===== config.mk =====
export PLATFORM = sky130hd
export DESIGN_NAME = puck_engine
export DESIGN_NICKNAME = d
export VERILOG_FILES = /design/src/rtl/puck_engine.sv
export SDC_FILE = /design/constraint.sdc
export NUM_CORES = 1
export LEC_CHECK = 0
export BUFFER_PORTS_ARGS = -buffer_cell sky130_fd_sc_hd__buf_2
export CELL_PAD_IN_SITES_DETAIL_PLACEMENT = 1
export CELL_PAD_IN_SITES_GLOBAL_PLACEMENT = 1
export CORE_MARGIN = 5
export CORE_UTILIZATION = 41
export CTS_BUF_LIST = sky130_fd_sc_hd__clkbuf_16
export DETAILED_ROUTE_END_ITERATION = 7
export PLACE_DENSITY = 0.76
export SYNTH_ARGS = -nofsm -noshare
export SYNTH_HDL_FRONTEND = slang
export SYNTH_SLANG_ARGS = --single-unit

===== constraint.sdc =====
create_clock -name clk -period 25.1 [get_ports clk]
set_input_delay 1.255 -clock clk [delete_from_list [all_inputs] [get_ports clk]]
set_output_delay 1.255 -clock clk [all_outputs]
set_load 0.005 [all_outputs]

===== src/rtl/puck_engine.sv =====
// puck_engine: per-frame puck motion, paddle hits, wall reflection, goal scoring and game FSM.
// Latency: state and outputs update one clk after tick rises; goal pulses are one clk wide, aligned with the score.
// Backpressure: none, every tick rising edge is consumed. Optional friction is built when PUCK_FRICTION_EN is defined.
module puck_engine #(
  parameter int COORD_W        = 10,
  parameter int VEL_W          = 5,
  parameter int SCORE_W        = 3,
  parameter int WIN_SCORE      = 5,
  parameter int X_MIN          = 234,
  parameter int X_MAX          = 694,
  parameter int Y_MIN          = 111,
  parameter int Y_MAX          = 431,
  parameter int GOAL_Y_LO      = 246,
  parameter int GOAL_Y_HI      = 296,
  parameter int CENTER_X       = 464,
  parameter int CENTER_Y       = 271,
  parameter int SERVE_OFF      = 137,
  parameter int HIT_R2         = 700,
  parameter int VMAX           = 7,
  parameter int SERVE_VX       = 7,
  parameter int HOLD_TICKS     = 30,
  parameter int FRICTION_TICKS = 16
) (
  input  logic               clk,
  input  logic               clr,
  input  logic               tick,
  input  logic               restart,
  input  logic [COORD_W-1:0] ball1_x,
  input  logic [COORD_W-1:0] ball1_y,
  input  logic [COORD_W-1:0] ball2_x,
  input  logic [COORD_W-1:0] ball2_y,
  output logic [COORD_W-1:0] puck_x,
  output logic [COORD_W-1:0] puck_y,
  output logic [VEL_W-1:0]   vel_x,
  output logic [VEL_W-1:0]   vel_y,
  output logic [SCORE_W-1:0] score1,
  output logic [SCORE_W-1:0] score2,
  output logic               goal1,
  output logic               goal2,
  output logic               game_over,
  output logic [1:0]         state
);

  localparam int DW  = COORD_W + 1;   // signed coordinate difference
  localparam int SW  = COORD_W + 2;   // signed next position / velocity sum
  localparam int PW  = 2 * DW;        // signed square
  localparam int D2W = 2 * DW + 1;    // sum of squares
  localparam int HW  = $clog2(HOLD_TICKS);

  typedef enum logic [1:0] {PLAY = 2'd0, HOLD = 2'd1, RESPAWN = 2'd2, OVER = 2'd3} state_t;

  localparam logic [COORD_W-1:0]   X_MIN_C   = COORD_W'(X_MIN);
  localparam logic [COORD_W-1:0]   X_MAX_C   = COORD_W'(X_MAX);
  localparam logic [COORD_W-1:0]   Y_MIN_C   = COORD_W'(Y_MIN);
  localparam logic [COORD_W-1:0]   Y_MAX_C   = COORD_W'(Y_MAX);
  localparam logic [COORD_W-1:0]   GY_LO_C   = COORD_W'(GOAL_Y_LO);
  localparam logic [COORD_W-1:0]   GY_HI_C   = COORD_W'(GOAL_Y_HI);
  localparam logic [COORD_W-1:0]   CX_C      = COORD_W'(CENTER_X);
  localparam logic [COORD_W-1:0]   CY_C      = COORD_W'(CENTER_Y);
  localparam logic [COORD_W-1:0]   RESP_L_C  = COORD_W'(CENTER_X - SERVE_OFF);
  localparam logic [COORD_W-1:0]   RESP_R_C  = COORD_W'(CENTER_X + SERVE_OFF);
  localparam logic signed [SW-1:0] X_MIN_S   = SW'(X_MIN);
  localparam logic signed [SW-1:0] X_MAX_S   = SW'(X_MAX);
  localparam logic signed [SW-1:0] Y_MIN_S   = SW'(Y_MIN);
  localparam logic signed [SW-1:0] Y_MAX_S   = SW'(Y_MAX);
  localparam logic signed [SW-1:0] VMAX_S    = SW'(VMAX);
  localparam logic [VEL_W-1:0]     VMAX_P    = VEL_W'(VMAX);
  localparam logic [VEL_W-1:0]     VMAX_N    = VEL_W'(-VMAX);
  localparam logic [VEL_W-1:0]     SERVE_V   = VEL_W'(SERVE_VX);
  localparam logic [SCORE_W-1:0]   WIN_C     = SCORE_W'(WIN_SCORE);
  localparam logic [D2W-1:0]       HIT_R2_C  = D2W'(HIT_R2);
  localparam logic [HW-1:0]        HOLD_LAST = HW'(HOLD_TICKS - 1);

  state_t               st_q, st_d;
  logic                 tick_q, step, left_q, left_d;
  logic [HW-1:0]        hold_q, hold_d;
  logic [COORD_W-1:0]   puck_x_d, puck_y_d;
  logic [VEL_W-1:0]     vel_x_d, vel_y_d, vx_h, vy_h, vx_f, vy_f;
  logic [SCORE_W-1:0]   score1_d, score2_d;
  logic                 goal1_d, goal2_d;
  logic signed [DW-1:0] dx1, dy1, dx2, dy2;
  logic [D2W-1:0]       d2_1, d2_2;
  logic signed [SW-1:0] nx, ny;
  logic                 in_win, goal_l, goal_r, hit1, hit2;

  function automatic logic signed [DW-1:0] diff(input logic [COORD_W-1:0] a, input logic [COORD_W-1:0] b);
    return $signed({1'b0, a}) - $signed({1'b0, b});
  endfunction

  function automatic logic [D2W-1:0] sq(input logic signed [DW-1:0] d);
    logic signed [PW-1:0] p;
    p = PW'(d) * PW'(d);
    return D2W'($unsigned(p));
  endfunction

  // Velocity after adding a paddle offset, clamped to +/-VMAX.
  function automatic logic [VEL_W-1:0] sat(input logic signed [SW-1:0] v);
    if (v > VMAX_S)       return VMAX_P;
    else if (v < -VMAX_S) return VMAX_N;
    else                  return v[VEL_W-1:0];
  endfunction

  assign step      = tick & ~tick_q;
  assign state     = st_q;
  assign game_over = (st_q == OVER);

  assign dx1  = diff(puck_x, ball1_x);
  assign dy1  = diff(puck_y, ball1_y);
  assign dx2  = diff(puck_x, ball2_x);
  assign dy2  = diff(puck_y, ball2_y);
  assign d2_1 = sq(dx1) + sq(dy1);
  assign d2_2 = sq(dx2) + sq(dy2);
  assign hit1 = (d2_1 <= HIT_R2_C);
  assign hit2 = (d2_2 <= HIT_R2_C);

  assign in_win = (puck_y >= GY_LO_C) && (puck_y <= GY_HI_C);
  assign goal_l = (puck_x <= X_MIN_C) && in_win;
  assign goal_r = (puck_x >= X_MAX_C) && in_win;

  // Paddle hit: paddle 1 wins when both are in range.
  always_comb begin
    vx_h = vel_x;
    vy_h = vel_y;
    if (hit1) begin
      vx_h = sat(SW'($signed(vel_x)) + SW'(dx1));
      vy_h = sat(SW'($signed(vel_y)) + SW'(dy1));
    end else if (hit2) begin
      vx_h = sat(SW'($signed(vel_x)) + SW'(dx2));
      vy_h = sat(SW'($signed(vel_y)) + SW'(dy2));
    end
  end

`ifdef PUCK_FRICTION_EN
  localparam int            FW        = $clog2(FRICTION_TICKS);
  localparam logic [FW-1:0] FRIC_LAST = FW'(FRICTION_TICKS - 1);
  logic [FW-1:0] fric_q, fric_d;
  logic          fric_hit;

  function automatic logic [VEL_W-1:0] toward0(input logic [VEL_W-1:0] v);
    if (v == '0)          return v;
    else if (v[VEL_W-1])  return v + 1'b1;
    else                  return v - 1'b1;
  endfunction

  assign fric_hit = (fric_q == FRIC_LAST);
  assign vx_f     = fric_hit ? toward0(vx_h) : vx_h;
  assign vy_f     = fric_hit ? toward0(vy_h) : vy_h;

  // Friction step counter, only advances on non-goal PLAY steps.
  always_ff @(posedge clk or posedge clr) begin
    if (clr) fric_q <= '0;
    else     fric_q <= fric_d;
  end
`else
  // FRICTION_TICKS has no effect without the friction feature.
  localparam int unused_fric_ticks = FRICTION_TICKS;
  assign vx_f = vx_h;
  assign vy_f = vy_h;
`endif

  assign nx = $signed({2'b00, puck_x}) + SW'($signed(vx_f));
  assign ny = $signed({2'b00, puck_y}) + SW'($signed(vy_f));

  // Next-state and datapath: restart beats step; nothing moves between steps.
  always_comb begin
    st_d     = st_q;
    puck_x_d = puck_x;
    puck_y_d = puck_y;
    vel_x_d  = vel_x;
    vel_y_d  = vel_y;
    score1_d = score1;
    score2_d = score2;
    goal1_d  = 1'b0;
    goal2_d  = 1'b0;
    hold_d   = hold_q;
    left_d   = left_q;
`ifdef PUCK_FRICTION_EN
    fric_d   = fric_q;
`endif
    if (restart) begin
      st_d     = PLAY;
      puck_x_d = CX_C;
      puck_y_d = CY_C;
      vel_x_d  = SERVE_V;
      vel_y_d  = '0;
      score1_d = '0;
      score2_d = '0;
      hold_d   = '0;
      left_d   = 1'b0;
`ifdef PUCK_FRICTION_EN
      fric_d   = '0;
`endif
    end else if (step) begin
      case (st_q)
        PLAY: begin
          if (goal_l || goal_r) begin
            vel_x_d = '0;
            vel_y_d = '0;
            st_d    = HOLD;
            left_d  = goal_l;
            if (goal_l) begin
              goal1_d = 1'b1;
              if (score1 != WIN_C) score1_d = score1 + 1'b1;
            end else begin
              goal2_d = 1'b1;
              if (score2 != WIN_C) score2_d = score2 + 1'b1;
            end
          end else begin
`ifdef PUCK_FRICTION_EN
            fric_d = fric_hit ? '0 : fric_q + 1'b1;
`endif
            vel_x_d  = vx_f;
            vel_y_d  = vy_f;
            puck_x_d = nx[COORD_W-1:0];
            puck_y_d = ny[COORD_W-1:0];
            if (nx < X_MIN_S)      begin puck_x_d = X_MIN_C; vel_x_d = -vx_f; end
            else if (nx > X_MAX_S) begin puck_x_d = X_MAX_C; vel_x_d = -vx_f; end
            if (ny < Y_MIN_S)      begin puck_y_d = Y_MIN_C; vel_y_d = -vy_f; end
            else if (ny > Y_MAX_S) begin puck_y_d = Y_MAX_C; vel_y_d = -vy_f; end
          end
        end
        HOLD: begin
          vel_x_d = '0;
          vel_y_d = '0;
          if (hold_q == HOLD_LAST) begin
            hold_d = '0;
            // Puck is placed on leaving HOLD so the display shows it during RESPAWN/OVER.
            if (score1 == WIN_C || score2 == WIN_C) begin
              st_d     = OVER;
              puck_x_d = CX_C;
            end else begin
              st_d     = RESPAWN;
              puck_x_d = left_q ? RESP_L_C : RESP_R_C;
            end
            puck_y_d = CY_C;
          end else begin
            hold_d = hold_q + 1'b1;
          end
        end
        RESPAWN: begin
          puck_x_d = left_q ? RESP_L_C : RESP_R_C;
          puck_y_d = CY_C;
          vel_x_d  = '0;
          vel_y_d  = '0;
          st_d     = PLAY;
`ifdef PUCK_FRICTION_EN
          fric_d   = '0;
`endif
        end
        OVER: begin
          puck_x_d = CX_C;
          puck_y_d = CY_C;
          vel_x_d  = '0;
          vel_y_d  = '0;
        end
        default: st_d = PLAY;
      endcase
    end
  end

  // State registers; clr restores the power-on picture immediately.
  always_ff @(posedge clk or posedge clr) begin
    if (clr) begin
      tick_q <= 1'b0;
      st_q   <= PLAY;
      puck_x <= CX_C;
      puck_y <= CY_C;
      vel_x  <= SERVE_V;
      vel_y  <= '0;
      score1 <= '0;
      score2 <= '0;
      goal1  <= 1'b0;
      goal2  <= 1'b0;
      hold_q <= '0;
      left_q <= 1'b0;
    end else begin
      tick_q <= tick;
      st_q   <= st_d;
      puck_x <= puck_x_d;
      puck_y <= puck_y_d;
      vel_x  <= vel_x_d;
      vel_y  <= vel_y_d;
      score1 <= score1_d;
      score2 <= score2_d;
      goal1  <= goal1_d;
      goal2  <= goal2_d;
      hold_q <= hold_d;
      left_q <= left_d;
    end
  end

endmodule


==> flow_summary.yaml <==
clock_network:
  cts_buffer_depth: 2
  postCtsHoldBufs: 0
  ctsResizeCount: 0
  clock_latency_ns: 0.31
  clkSlewWorstSetupHoldPaths_ns: 0.07
  postCtsSetupRepairBufs: 0
  numCtsBuffers: 5
  tritoncts: "yes"
  cts_sinks: 47
  htree_levels: 2
  root_buffer: "clkbuf_16"
detailed_routing:
  drt-initial-drc-count: 745
  remaining_drc_errors: 0
  vias: 20940
  final_antenna_net_count: 0
  drt_wl_total_um: 69780
  via_per_inst: 5.238
  first_pass_iters: 5
  post_drt_wl_per_cell_um: 17.45
place:
  gp_congestion: 0.8736
  io_buffer_count: 84
  dp_hpwl_um: 61110
synth:
  async_flop_share: 1.000
  yosys_most_used_dff: "dfrtp_1"
  synth_cell_types: 93
  ys_ff_latch: 47
  syn_area_sq_um: 25930
  ys_top_cells_by_area: "fa_1 (33%), ha_1 (17%), inv_1 (11%)"
  postSynthAreaPerCell_sq_um: 8.457
  yosysSeqAreaShare: 0.04594
  synth_area_leader_cell: "fa_1"
  synthCells: 3066
  synth_warnings: 0
  synth-edff-count: 0
  synthDominantCellAreaShare: 0.3289
  syn_nets: 3878
global_routing:
  grt_pass1_vias: 23490
  grt_pass1_wl_um: 116600
  antenna_found_initial: 0
  grt-ovfl-total: 0
  grt_max_degree: 48
  grt_use_total: 0.2084
layout:
  final_cell_mix: "inv_1 (765), fa_1 (426), ha_1 (342)"
  antenna_cells: 0
  n_fill_cell: 7713
  final_common_cell: "inv_1"
  drive_gt1_frac: 0.05552
  areaGrowthSynthToFinish_pct: 6.451
  final_nets: 3963
run_status:
  outcome: "finished clean"
floorplan:
  core_area_sq_um: 62850
  dieArea_sq_um: 68370
  fp.dieH_um: 261.5
  die_w_um: 261.5
  initial_utilization: 0.4126
  ios: 85
  core.rowCount: 92
timing:
  tns_ns: 0
  tightest_slew_ns: 1.089
  setup_viol: 0
  rsz0062_at_grt: "false"
  min_period_ns: 15.75
  fmax_ghz: 0.06349
  finClkSkew_ns: 0.01073
  max-slew-margin-rel: 0.2716
  hold_violations: 0
  slew_viol_final: 0
  period_share: 0.6275
job:
  cap_violations: 0
worst_setup_path:
  required_ns: 25.29
  crit_type: "primary input to register"
  critPathSlowestCell: "xnor2_1"
  crit_arrival_ns: 15.94
  slowest_delay_ns: 0.64
  r2r_slack_ns: 9.81
  path_delay_family: "compound AO/OA/AOI/OAI gates"
  reg2reg_to: "vel_y[2]"
  worst-path-stages: 57
  path_common_cell: "inv_1"
  start_kind: "primary input"
  end_kind: "register"
  r2r_start: "puck_y[1]"
  reg2reg_depth: 55
  critPathMaxFanout: 10
  path_buf_inv: 9
worst_hold_path:
  whs_endpoint: "hold_q[4]"
  whs_path_depth: 1
  min_path_type: "register to register"
  min_from: "hold_q[4]"
## sequential cells by signal (all words and copies together) (netlist names)
signal  cells
left_q      1
tick_q      1
vel_y       5
puck_y     10
score1      3
goal2       1
score2      3
goal1       1
vel_x       5
hold_q      5
state       2
puck_x     10
## routing by layer
metal	wire, um	up-vias	part of all wire	GRT usage
met3	1309	74	0.019	0.007809
met5	0	-	0	0
li1	-	9960	-	-
met2	38450	223	0.55	0.4145
met1	28690	10690	0.41	0.2500
met4	1332	0	0.019	0.03927
## how the worst max path moves through the flow
stage | from | endpoint | slack (ns)
finish | ball2_y[1] | vel_y[2] | 9.35
detailed placement | ball2_y[1] | vel_y[2] | 9.16
global route | ball2_y[1] | puck_y[3] | 8.44
floorplan | ball2_y[1] | vel_y[2] | 11.51
global placement | ball2_y[1] | vel_x[3] | 9.49
CTS | ball2_y[1] | vel_y[2] | 9.43
## cell usage after synthesis (5+ instances only)
cell type and n:
inv_1 766, fa_1 426, ha_1 342, nor2_1 233, nand2_1 204, a21oi_1 141, xnor2_1 133, a21o_1 98
o21ai_0 84, xor2_1 60, nand3_1 39, nor2b_1 37, nor3_1 36, dfrtp_1 35, o21a_1 30, o21bai_1 29
nand2b_1 23, clkbuf_1 21, a211oi_1 17, a31oi_1 17, o211ai_1 16, o31ai_1 14, and2_1 13, clkinv_1 12
dfstp_2 12, mux2i_1 12, a211o_1 10, and3_1 10, nor4_1 10, or2_2 10, nand4_1 9, o21ai_1 8
a2111oi_0 7, a21boi_0 7, mux2_2 7, nor3b_1 7, o2111ai_1 7, or3_1 7, a31o_2 5, o31a_1 5
## kinds of logic after synthesis
| logic type | after synthesis | share of synthesized area |
|---|---|---|
| buffers and inverters | 803 | 0.1166 |
| adder cells (fa/ha/maj) | 768 | 0.4939 |
| AND/OR/NAND/NOR | 669 | 0.1198 |
| AO/OA/AOI/OAI | 565 | 0.1495 |
| XOR/XNOR | 193 | 0.06519 |
| flip-flops | 47 | 0.04594 |
| multiplexers | 21 | 0.009120 |
## area by class of cell
cell class	instances	area, sq um	share of cell area
well taps	846	1059	0.03835
flip-flops and latches	47	1191	0.04315
multi-input cells	2216	21720	0.7870
clock inverters	3	25.02	0.0009066
clock buffers	5	125.1	0.004533
repair buffers	102	555.5	0.02013
inverters	779	2924	0.1059
## stage by stage
step | util | instance area, sq um | instances | setup slack (ns) | hold slack (ns)
after floorplan | - | 25930 | 3066 | 11.51 | 0.4464
after global placement | 0.4368 | 27450 | 3990 | 9.488 | 0.4841
after detailed placement | 0.4368 | 27450 | 3990 | 9.157 | 0.4816
after CTS | 0.4392 | 27600 | 3998 | 9.430 | 0.4969
after global routing | 0.4392 | 27600 | 3998 | 8.441 | 0.5199
final | 0.4392 | 27600 | 3998 | 9.349 | 0.4956
Power is not shown: default switching activity piles up to over one toggle a cycle in this logic, so the estimate is an artifact.
